File: src/rtl/pong_comm_pkg.sv
`default_nettype none
// ============================================================================
// Module      : pong_comm_pkg
// Description : Shared definitions for the inter-board Pong link frame format.
//               Message type encoding, sync nibble, frame length and payload
//               bit positions used by both the sender and pong_msg_rx.
//               Frame length depends on PONG_RX_CHECKSUM_EN (5 bytes when
//               defined, 4 bytes otherwise).
// Revision    : 1.0 - initial release
// ============================================================================
package pong_comm_pkg;

  typedef enum logic [1:0] {
    MSG_BALL     = 2'b00,
    MSG_MISS     = 2'b01,
    MSG_NEW_GAME = 2'b10,
    MSG_ACK      = 2'b11
  } msg_type_t;

  localparam logic [3:0] SYNC_NIBBLE = 4'hA;
  localparam int         PAYLOAD_LEN = 3;

`ifdef PONG_RX_CHECKSUM_EN
  localparam int FRAME_LEN = 5;
`else
  localparam int FRAME_LEN = 4;
`endif

  // Header byte layout: {sync[7:4], type[3:2], 2'b00}
  localparam int HDR_TYPE_LSB   = 2;
  // Ball payload: b1 = ball_y[7:0], b2[BALL_Y_HI_BIT] = ball_y[8], b3 = {vx, vy}
  localparam int BALL_Y_HI_BIT  = 0;
  localparam int VEL_X_LSB      = 4;
  localparam int VEL_Y_LSB      = 0;
  localparam int VEL_W          = 4;
  // Miss payload: b1/b2 low bits are scores, b3[SERVE_BIT] = you_should_serve
  // New-game payload: b1[SERVE_BIT] = you_serve_first
  localparam int SCORE_W        = 5;
  localparam int SERVE_BIT      = 0;

  function automatic logic is_header(input logic [7:0] b);
    return (b[7:4] == SYNC_NIBBLE) && (b[1:0] == 2'b00);
  endfunction

  function automatic msg_type_t header_type(input logic [7:0] b);
    return msg_type_t'(b[HDR_TYPE_LSB +: 2]);
  endfunction

endpackage
`default_nettype wire

File: src/rtl/uart_byte_rx.sv
`default_nettype none
// ============================================================================
// Module      : uart_byte_rx
// Description : 8N1 UART byte receiver, LSB first. Two-flop synchronizer on
//               the raw line, start-bit qualification at half bit, data and
//               stop sampled at bit centres.
// Ports       : clock, reset (async, active-high)
//               uart_rxd   - raw serial line, idle high
//               byte_data  - last received byte (valid with byte_valid)
//               byte_valid - one-cycle pulse, stop bit was 1
//               frame_err  - one-cycle pulse, stop bit was 0 (byte discarded)
// Revision    : 1.0 - initial release
// ============================================================================
module uart_byte_rx #(
  parameter int CLKS_PER_BIT = 10
) (
  input  logic       clock,
  input  logic       reset,
  input  logic       uart_rxd,
  output logic [7:0] byte_data,
  output logic       byte_valid,
  output logic       frame_err
);

  localparam int             CNT_W     = $clog2(CLKS_PER_BIT);
  localparam logic [CNT_W-1:0] HALF_LAST = CNT_W'(CLKS_PER_BIT / 2 - 1);
  localparam logic [CNT_W-1:0] FULL_LAST = CNT_W'(CLKS_PER_BIT - 1);
  localparam logic [CNT_W-1:0] CNT_ONE   = CNT_W'(1);

  typedef enum logic [1:0] {
    RX_IDLE  = 2'd0,
    RX_START = 2'd1,
    RX_DATA  = 2'd2,
    RX_STOP  = 2'd3
  } rx_state_t;

  rx_state_t        state, state_n;
  logic             rxd_meta, rxd_sync, rxd_prev;
  logic [CNT_W-1:0] cnt, cnt_n;
  logic [2:0]       bit_idx, bit_idx_n;
  logic [7:0]       shift, shift_n;
  logic             valid_n, err_n;

  always_comb begin
    state_n   = state;
    cnt_n     = cnt;
    bit_idx_n = bit_idx;
    shift_n   = shift;
    valid_n   = 1'b0;
    err_n     = 1'b0;
    case (state)
      RX_IDLE: begin
        if (rxd_prev && !rxd_sync) begin
          state_n = RX_START;
          cnt_n   = '0;
        end
      end
      RX_START: begin
        // A line that is high again at half bit was a glitch, not a start.
        if (cnt == HALF_LAST) begin
          cnt_n     = '0;
          bit_idx_n = '0;
          state_n   = rxd_sync ? RX_IDLE : RX_DATA;
        end else begin
          cnt_n = cnt + CNT_ONE;
        end
      end
      RX_DATA: begin
        if (cnt == FULL_LAST) begin
          cnt_n     = '0;
          shift_n   = {rxd_sync, shift[7:1]};
          bit_idx_n = bit_idx + 3'd1;
          if (bit_idx == 3'd7) state_n = RX_STOP;
        end else begin
          cnt_n = cnt + CNT_ONE;
        end
      end
      RX_STOP: begin
        // Return to idle at mid stop bit so a back-to-back start edge is seen.
        if (cnt == FULL_LAST) begin
          cnt_n   = '0;
          valid_n = rxd_sync;
          err_n   = ~rxd_sync;
          state_n = RX_IDLE;
        end else begin
          cnt_n = cnt + CNT_ONE;
        end
      end
      default: state_n = RX_IDLE;
    endcase
  end

  always_ff @(posedge clock or posedge reset) begin
    if (reset) begin
      rxd_meta   <= 1'b1;
      rxd_sync   <= 1'b1;
      rxd_prev   <= 1'b1;
      state      <= RX_IDLE;
      cnt        <= '0;
      bit_idx    <= '0;
      shift      <= '0;
      byte_valid <= 1'b0;
      frame_err  <= 1'b0;
    end else begin
      rxd_meta   <= uart_rxd;
      rxd_sync   <= rxd_meta;
      rxd_prev   <= rxd_sync;
      state      <= state_n;
      cnt        <= cnt_n;
      bit_idx    <= bit_idx_n;
      shift      <= shift_n;
      byte_valid <= valid_n;
      frame_err  <= err_n;
    end
  end

  // The shift register is untouched during the stop bit, so it holds the
  // complete byte while byte_valid pulses.
  assign byte_data = shift;

endmodule
`default_nettype wire

File: src/rtl/pong_msg_rx.sv
`default_nettype none
// ============================================================================
// Module      : pong_msg_rx
// Description : Pong link receive path. Assembles UART bytes into fixed-length
//               frames, decodes ball / miss / new-game / ack messages and
//               presents them through a new_message_received / message_acked
//               handshake. A frame completing while a message is pending is
//               dropped and sets the sticky overrun flag.
//               Build option PONG_RX_CHECKSUM_EN: 5-byte frames whose last
//               byte is the XOR of bytes 0-3; mismatching frames are dropped.
// Ports       : clock, reset (async, active-high), uart_rxd (raw line),
//               message_acked (consumer took message);
//               new_message_received, one-hot type flags, ball_y_rx[8:0],
//               velocity_x_rx[3:0], velocity_y_rx[3:0] (signed),
//               my_score_rx[4:0], your_score_rx[4:0], you_should_serve_rx,
//               you_serve_first_rx, overrun (sticky).
// Revision    : 1.0 - initial release
// ============================================================================
module pong_msg_rx #(
  parameter int CLK_HZ       = 50_000_000,
  parameter int BAUD         = 115_200,
  parameter int TIMEOUT_BITS = 20
) (
  input  logic       clock,
  input  logic       reset,
  input  logic       uart_rxd,
  input  logic       message_acked,
  output logic       new_message_received,
  output logic       ball_message_rx,
  output logic       miss_message_rx,
  output logic       new_game_message_rx,
  output logic       new_game_ack_message_rx,
  output logic [8:0] ball_y_rx,
  output logic [3:0] velocity_x_rx,
  output logic [3:0] velocity_y_rx,
  output logic [4:0] my_score_rx,
  output logic [4:0] your_score_rx,
  output logic       you_should_serve_rx,
  output logic       you_serve_first_rx,
  output logic       overrun
);

  import pong_comm_pkg::*;

  localparam int              CLKS_PER_BIT = CLK_HZ / BAUD;
  localparam int              TIMEOUT_CLKS = TIMEOUT_BITS * CLKS_PER_BIT;
  localparam int              TO_W         = $clog2(TIMEOUT_CLKS);
  localparam logic [TO_W-1:0] TO_LAST      = TO_W'(TIMEOUT_CLKS - 1);
  localparam logic [TO_W-1:0] TO_ONE       = TO_W'(1);
  localparam logic [1:0]      LAST_PAYLOAD = 2'(PAYLOAD_LEN - 1);

`ifdef PONG_RX_CHECKSUM_EN
  typedef enum logic [1:0] {
    F_HUNT  = 2'd0,
    F_BODY  = 2'd1,
    F_CHECK = 2'd2
  } frame_state_t;
`else
  typedef enum logic [1:0] {
    F_HUNT = 2'd0,
    F_BODY = 2'd1
  } frame_state_t;
`endif

  logic [7:0]      byte_data;
  logic            byte_valid;
  logic            frame_err;

  frame_state_t    fstate, fstate_n;
  msg_type_t       msg_type;
  logic [1:0]      byte_cnt;
  logic [TO_W-1:0] idle_cnt;
  logic            timed_out;
  logic            frame_ok;
  logic            deliver;
  logic [7:0]      pay1;
  logic [4:0]      pay2;
  logic [7:0]      pay3_now;
`ifdef PONG_RX_CHECKSUM_EN
  logic [7:0]      pay3;
  logic [7:0]      chk;
`endif

  uart_byte_rx #(
    .CLKS_PER_BIT (CLKS_PER_BIT)
  ) u_byte_rx (
    .clock      (clock),
    .reset      (reset),
    .uart_rxd   (uart_rxd),
    .byte_data  (byte_data),
    .byte_valid (byte_valid),
    .frame_err  (frame_err)
  );

  assign timed_out = (idle_cnt == TO_LAST);

  // Final payload byte: with a checksum it was stored before CHECK, otherwise
  // it is the byte completing the frame right now.
`ifdef PONG_RX_CHECKSUM_EN
  assign pay3_now = pay3;
`else
  assign pay3_now = byte_data;
`endif

  // ---------------------------------------------------------------- frame FSM
  always_comb begin
    fstate_n = fstate;
    frame_ok = 1'b0;
    if (frame_err) begin
      fstate_n = F_HUNT;
    end else begin
      case (fstate)
        F_HUNT: begin
          if (byte_valid && is_header(byte_data)) fstate_n = F_BODY;
        end
        F_BODY: begin
          if (byte_valid) begin
            if (byte_cnt == LAST_PAYLOAD) begin
`ifdef PONG_RX_CHECKSUM_EN
              fstate_n = F_CHECK;
`else
              fstate_n = F_HUNT;
              frame_ok = 1'b1;
`endif
            end
          end else if (timed_out) begin
            fstate_n = F_HUNT;
          end
        end
`ifdef PONG_RX_CHECKSUM_EN
        F_CHECK: begin
          if (byte_valid) begin
            fstate_n = F_HUNT;
            frame_ok = (byte_data == chk);
          end else if (timed_out) begin
            fstate_n = F_HUNT;
          end
        end
`endif
        default: fstate_n = F_HUNT;
      endcase
    end
  end

  always_ff @(posedge clock or posedge reset) begin
    if (reset) begin
      fstate   <= F_HUNT;
      msg_type <= MSG_BALL;
      byte_cnt <= '0;
      idle_cnt <= '0;
      pay1     <= '0;
      pay2     <= '0;
`ifdef PONG_RX_CHECKSUM_EN
      pay3     <= '0;
      chk      <= '0;
`endif
    end else begin
      fstate <= fstate_n;

      // Inter-byte gap counter; only meaningful once a header is accepted.
      if (byte_valid || fstate == F_HUNT) begin
        idle_cnt <= '0;
      end else if (!timed_out) begin
        idle_cnt <= idle_cnt + TO_ONE;
      end

      if (fstate == F_HUNT && byte_valid && is_header(byte_data)) begin
        msg_type <= header_type(byte_data);
        byte_cnt <= '0;
`ifdef PONG_RX_CHECKSUM_EN
        chk      <= byte_data;
`endif
      end

      if (fstate == F_BODY && byte_valid) begin
        byte_cnt <= byte_cnt + 2'd1;
`ifdef PONG_RX_CHECKSUM_EN
        chk      <= chk ^ byte_data;
`endif
        case (byte_cnt)
          2'd0:    pay1 <= byte_data;
          2'd1:    pay2 <= byte_data[SCORE_W-1:0];
`ifdef PONG_RX_CHECKSUM_EN
          default: pay3 <= byte_data;
`else
          default: ;
`endif
        endcase
      end
    end
  end

  // ----------------------------------------------------------- message output
  // An ack on the completion edge frees the slot, so the new frame is
  // delivered instead of counted as an overrun.
  assign deliver = frame_ok && (!new_message_received || message_acked);

  always_ff @(posedge clock or posedge reset) begin
    if (reset) begin
      new_message_received    <= 1'b0;
      ball_message_rx         <= 1'b0;
      miss_message_rx         <= 1'b0;
      new_game_message_rx     <= 1'b0;
      new_game_ack_message_rx <= 1'b0;
      ball_y_rx               <= '0;
      velocity_x_rx           <= '0;
      velocity_y_rx           <= '0;
      my_score_rx             <= '0;
      your_score_rx           <= '0;
      you_should_serve_rx     <= 1'b0;
      you_serve_first_rx      <= 1'b0;
      overrun                 <= 1'b0;
    end else begin
      if (deliver) begin
        new_message_received    <= 1'b1;
        ball_message_rx         <= (msg_type == MSG_BALL);
        miss_message_rx         <= (msg_type == MSG_MISS);
        new_game_message_rx     <= (msg_type == MSG_NEW_GAME);
        new_game_ack_message_rx <= (msg_type == MSG_ACK);
        // Only the fields owned by the decoded type are refreshed.
        case (msg_type)
          MSG_BALL: begin
            ball_y_rx     <= {pay2[BALL_Y_HI_BIT], pay1};
            velocity_x_rx <= pay3_now[VEL_X_LSB +: VEL_W];
            velocity_y_rx <= pay3_now[VEL_Y_LSB +: VEL_W];
          end
          MSG_MISS: begin
            my_score_rx         <= pay1[SCORE_W-1:0];
            your_score_rx       <= pay2;
            you_should_serve_rx <= pay3_now[SERVE_BIT];
          end
          MSG_NEW_GAME: begin
            you_serve_first_rx <= pay1[SERVE_BIT];
          end
          default: ;
        endcase
      end else begin
        if (frame_ok) begin
          overrun <= 1'b1;
        end
        if (message_acked) begin
          new_message_received    <= 1'b0;
          ball_message_rx         <= 1'b0;
          miss_message_rx         <= 1'b0;
          new_game_message_rx     <= 1'b0;
          new_game_ack_message_rx <= 1'b0;
        end
      end
    end
  end

endmodule
`default_nettype wire

File: config.mk
export PLATFORM = sky130hd
export DESIGN_NAME = pong_msg_rx
export DESIGN_NICKNAME = d
export VERILOG_FILES = /design/src/rtl/pong_comm_pkg.sv /design/src/rtl/uart_byte_rx.sv /design/src/rtl/pong_msg_rx.sv
export SDC_FILE = /design/constraint.sdc
export NUM_CORES = 1
export LEC_CHECK = 0
export ABC_AREA = 1
export BUFFER_PORTS_ARGS = -buffer_cell sky130_fd_sc_hd__buf_4
export CORE_MARGIN = 8
export CORE_UTILIZATION = 40
export CTS_BUF_LIST = sky130_fd_sc_hd__clkbuf_8
export CTS_CLUSTER_SIZE = 40
export DETAILED_ROUTE_END_ITERATION = 7
export RECOVER_POWER = 25
export SYNTH_ARGS = -nofsm -noshare
export SYNTH_HDL_FRONTEND = slang
export SYNTH_HIERARCHICAL = 1
export SYNTH_SLANG_ARGS = --single-unit
File: constraint.sdc
create_clock -name clock -period 5.2 [get_ports clock]
set_input_delay 1.04 -clock clock [delete_from_list [all_inputs] [get_ports clock]]
set_output_delay 1.04 -clock clock [all_outputs]
set_load 0.02 [all_outputs]
* Word-level counts from Yosys, hierarchy flattened
Cells that the tools add are included.
** Cells by class
- Add/subtract/negate cells :: 4
- Eq/ne operators :: 23
- Mux-type cells :: 38
- Bitwise logic cells :: 2
- Reduce and logical (&&, ||, !) cells :: 30
** Operators with widths (count)
- 14-bit two-way mux :: 2
- 9-bit two-way mux :: 3
- 9-bit one-hot mux with 3 select lines :: 1
- 2-bit two-way mux :: 13
- 14-bit by 1-bit adder with 14-bit output (second input constant) :: 1
- 14-bit equality test (second input constant) :: 1
- 1-bit two-way mux :: 14
- 2-bit AND reduction :: 7
- 2-bit by 1-bit != test with 1-bit output (second input constant) :: 6
- 2-bit equality test (second input constant) :: 5
- 2-bit zero test :: 5
- 9-bit by 1-bit adder with 9-bit output (second input constant) :: 1
- 9-bit by 8-bit equality test with 1-bit output (second input constant) :: 1
- 9-bit equality test (second input constant) :: 1
- 2-bit by 1-bit equality test with 1-bit output (second input constant) :: 4
- 2-bit one-hot mux with 4 select lines :: 1
- 1-bit logical AND :: 7
- 3-bit two-way mux :: 2
- 3-bit one-hot mux with 2 select lines :: 1
- 3-bit AND reduction :: 2
- 2-bit nonzero test :: 3
- 5-bit AND reduction :: 1
- 4-bit equality test (second input constant) :: 1
- 4-bit by 2-bit != test with 1-bit output (second input constant) :: 1
- other kinds (10) :: 13
** Word-level totals
- Register bits :: 95
- Input port bits :: 4
- Output and inout port bits :: 35
- Word-level logic and storage cells :: 125

* Depth between registers and ports, before layout
- Depth in word-level cells :: 8
- Gate-level depth with buffers :: 9
- Mapped depth without buffers :: 9

* Cells and area by module
The synthesis kept the hierarchy.
** Modules (own cells, without submodules)
- pong_msg_rx :: instances 1, cells each 370, area an instance 3045.4 sq um, sequential area each 1676.6 sq um
- uart_byte_rx :: instances 1, cells each 155, area an instance 1325.0 sq um, sequential area each 679.4 sq um

* Least setup slack after synthesis
No wires, ideal clock.
- Path kind :: input to register
- Start point :: input port message_acked
- End point :: register my_score_rx[0]
- Setup time :: 0.117 ns
- Arrival :: 1.778 ns
- Required time :: 5.083 ns
- Slack :: 3.305 ns
- Stages on the path :: 8
- Path buffers :: 1
- Cells stage by stage :: inv_1 > nand2_1 > inv_1 > nor2_8 > nand2_2 > buf_2 > nand2_1 > nand2_1
** On the way
- Cells in the longest elaborated chain, start to end :: 3
** Ends and longest elaborated chain
- from (decl) :: RTL line pong_msg_rx.sv:27 : input logic message_acked,
- 1-bit logical OR :: RTL line pong_msg_rx.sv:196 : assign deliver = frame_ok && (!new_message_received || message_acked);
- 1-bit logical AND :: RTL line pong_msg_rx.sv:196
- 2-bit AND reduction (no source line)
- to (signal assigned) :: RTL line pong_msg_rx.sv:228 : my_score_rx <= pay1[SCORE_W-1:0];
- to (decl) :: RTL line pong_msg_rx.sv:36 : output logic [4:0] my_score_rx,
No other way between the ends.
A chain may end at the register's enable or synchronous reset.

==> summary.md <==
| Metric | Value |
|---|---|
| Run status | complete, but fails checks |
| Violations in the final reports | capacitance limit, slew limit |
| Final Net Count | 577 |
| Horiz. Die Dim | 121 microns |
| Clock skew | 10.6 ps |
| Vias | 3470 |
| Top Metal Used | met4 |
| Largest net degree at the start of global routing | 49 |
| YS warnings | 6 |
| Cts-stage hold buffer count | 0 |
| Total power | 1420 uW |
| Antenna viol nets, final | 0 |
| Vias in the first global route | 3392 |
| Post-DP HPWL | 6750 microns |
| VDD IR max | 0.000145 V |
| Period minus WS final | 2340 ps |
| PostCTS Resize Cnt | 0 |
| GRT Resource Usage Total | 13.4% |
| Clock Sinks | 94 |
| Row cnt | 38 |
| Element type at the critical path start | primary input |
| Wire length per cell | 13.1 microns |
| Mapped Area | 4370 sq um |
| Leakage | 0.00242 uW |
| Clock slew at reported path FFs | 90 ps |
| Pwr Density | 288 nW/um^2 |
| Global route overflow | 0 |
| Antenna cells | 0 |
| Syn nets | 538 |
| Setup violators final | 0 |
| Die area | 14500 sq um |
| Via density | 4.89 |
| Layout cell share with drive strength beyond 1 | 11.8% |
| Number of port buffers | 38 |
| Met2 Routed Length | 4340 microns |
| Sequential share of the synthesized area | 53.9% |
| Clk Latency, worst-skew pair | 370 ps |
| Hold Crit Class | flop to flop |
| Core area | 10700 sq um |
| Final Util | 45.8% |
| Final Hold Viols | 0 |
| Critical path endpoint category | async pin |
| Seq cells post-synth | 94 |
| Setup TNS | 0 ps |
| Iter 0 DRT Violations | 248 |
| Gate Count Post-Synth | 525 |
| Drt drc | 0 |
| Routability Congestion | 0.861 |
| Largest fanout on the critical path | 48 |
| Syn Area/Cell | 8.32 sq um |
| Setup bufs post-CTS | 0 |
| Post-synthesis cell type count | 35 |
| Ports | 39 |
| Clock Path Buffers | 2 |
| Metal3 WL | 413 microns |
| Initial Utilization | 40.7% |
| Max Freq | 428 MHz |
| First-pass GRT wire length | 16000 microns |
| # fillers | 1096 |
| M1 wire length | 4350 microns |
| Kind of critical path | primary input to async pin |
| Hold slack | 368 ps |
| Num CTS Buffers | 9 |
| Die Y | 121 microns |
| Slew @ Worst Pin | 1790 ps |
| Max-slew headroom | -19.3% |
| MaxCap Viol Count | 1 |
| Antenna violations before repair | 0 |
| CP arrival | 2890 ps |
| TritonRoute pass-1 iters | 4 |
| Root Driver | clkbuf_8 |
| Fin. max-slew vios | 49 |
| Final Cycle Share | 44.9% |
| RSZ-0062 raised after global routing | no |
| TritonCTS clock tree | built |
| Post-Route WL | 9270 microns |
| H-tree depth | 3 |
| Critical path data required time | 5750 ps |
| Area Growth Syn to Fin | 12.7% |
## flip-flops by register name, indices dropped and copies added (netlist names), 2 cells and up, named ones only
signal / flops
velocity_x_rx: 4
pay2: 5
ball_y_rx: 9
my_score_rx: 5
velocity_y_rx: 4
u_byte_rx/byte_data: 8
your_score_rx: 5
u_byte_rx/cnt: 9
byte_cnt: 2
idle_cnt: 14
msg_type: 2
pay1: 8
u_byte_rx/bit_idx: 3
## kinds of logic after synthesis
logic type	share of synthesized area, %
and+or+nand+nor	32.0
AOI/OAI and AO/OA	5.07
adders and majority gates	2.58
buffers and inverters	6.24
DFF	53.9
xor gates and xnor gates	0.200
## critical path, stage by stage
cell and delay (ps):
clkbuf_1 90, inv_1 1260, buf_4 470
## metrics by stage
stage | cell area, sq um | setup slack, ps | instances
final | 4920 | 2860 | 709
after global routing | 4920 | 2450 | 709
after CTS | 4960 | 3200 | 709
after detailed placement | 4760 | 2820 | 693
after global placement | 4760 | 2870 | 693
after floorplan | 4370 | 2480 | 525
## synthesized netlist by cell type
cell type / count / area (sq um)
nand2_1: 168 / 631
dfrtp_1: 91 / 2280
nand3_1: 67 / 335
inv_1: 48 / 180
nor2_1: 45 / 169
o21ai_0: 25 / 125
nand4_1: 12 / 75.1
ha_1: 9 / 113
a21oi_1: 7 / 35.0
nor3_1: 6 / 30.0
o21ai_1: 6 / 30.0
nand2_2: 5 / 31.3
nor2_2: 4 / 25.0
buf_2: 3 / 15.0
buf_4: 3 / 22.5
buf_6: 3 / 33.8
dfstp_2: 3 / 78.8
clkbuf_1: 2 / 7.51
nand2_4: 2 / 22.5
a21oi_2: 1 / 8.76
a22oi_1: 1 / 7.51
and3_1: 1 / 6.26
clkinv_1: 1 / 3.75
inv_2: 1 / 3.75
inv_4: 1 / 6.26
nand3_2: 1 / 10.0
nand3_4: 1 / 17.5
nand3b_1: 1 / 7.51
nor2_8: 1 / 20.0
o21bai_1: 1 / 7.51
o31ai_1: 1 / 7.51
or2_0: 1 / 6.26
or2_1: 1 / 6.26
or2_2: 1 / 6.26
xor2_1: 1 / 8.76
## worst paths after layout
check	to	depth (start not counted)	from	slack [ps]
worst max-delay path	your_score_rx[2]	3	reset	2860
worst min-delay path	u_byte_rx/rxd_sync	0	u_byte_rx/rxd_meta	370
worst max register to register	my_score_rx[2]	7	u_byte_rx/byte_valid	3260
worst min register to register	u_byte_rx/rxd_sync	0	u_byte_rx/rxd_meta	370
max in group clock	my_score_rx[2]	8	message_acked	3200
min in group asynchronous	u_byte_rx/state[0]	2	reset	900
## layout by cell type, fill, tap and decap left out, types with 6 or more instances in the layout
master,synthesis,final
buf_4,3,36
ha_1,9,9
nor3_1,6,6
nor2_1,45,46
o21ai_0,25,27
nand3_1,67,69
dfrtp_1,91,91
a21oi_1,7,7
inv_1,48,48
nand2_1,168,172
nand4_1,12,12
clkbuf_8,0,9
## final cells by class
cell class	count	area, sq um	share of cell area [%]
Sequential cell	94	2360	47.8
Multi-Input combinational cell	369	1710	34.7
Timing Repair Buffer	39	289	5.87
Inverter	51	193	3.91
Tap cell	140	175	3.56
Clock buffer	9	124	2.52
Clock inverter	7	81.3	1.65
## where the power goes
part / switching, uW / total, uW / internal, uW
clock network: 279 / 507 / 228
logic: 88.2 / 131 / 42.9
registers: 26.4 / 782 / 756
total: 393 / 1420 / 1030
## per-layer routing
metal  vias to the layer above  global-route usage, %
met1                      1634                   16.5
met2                        59                   21.9
li1                       1764                      -
met4                         0                   6.56
met5                         -                      0
met3                        13                   2.80
Power figures use the tool's default switching activity.
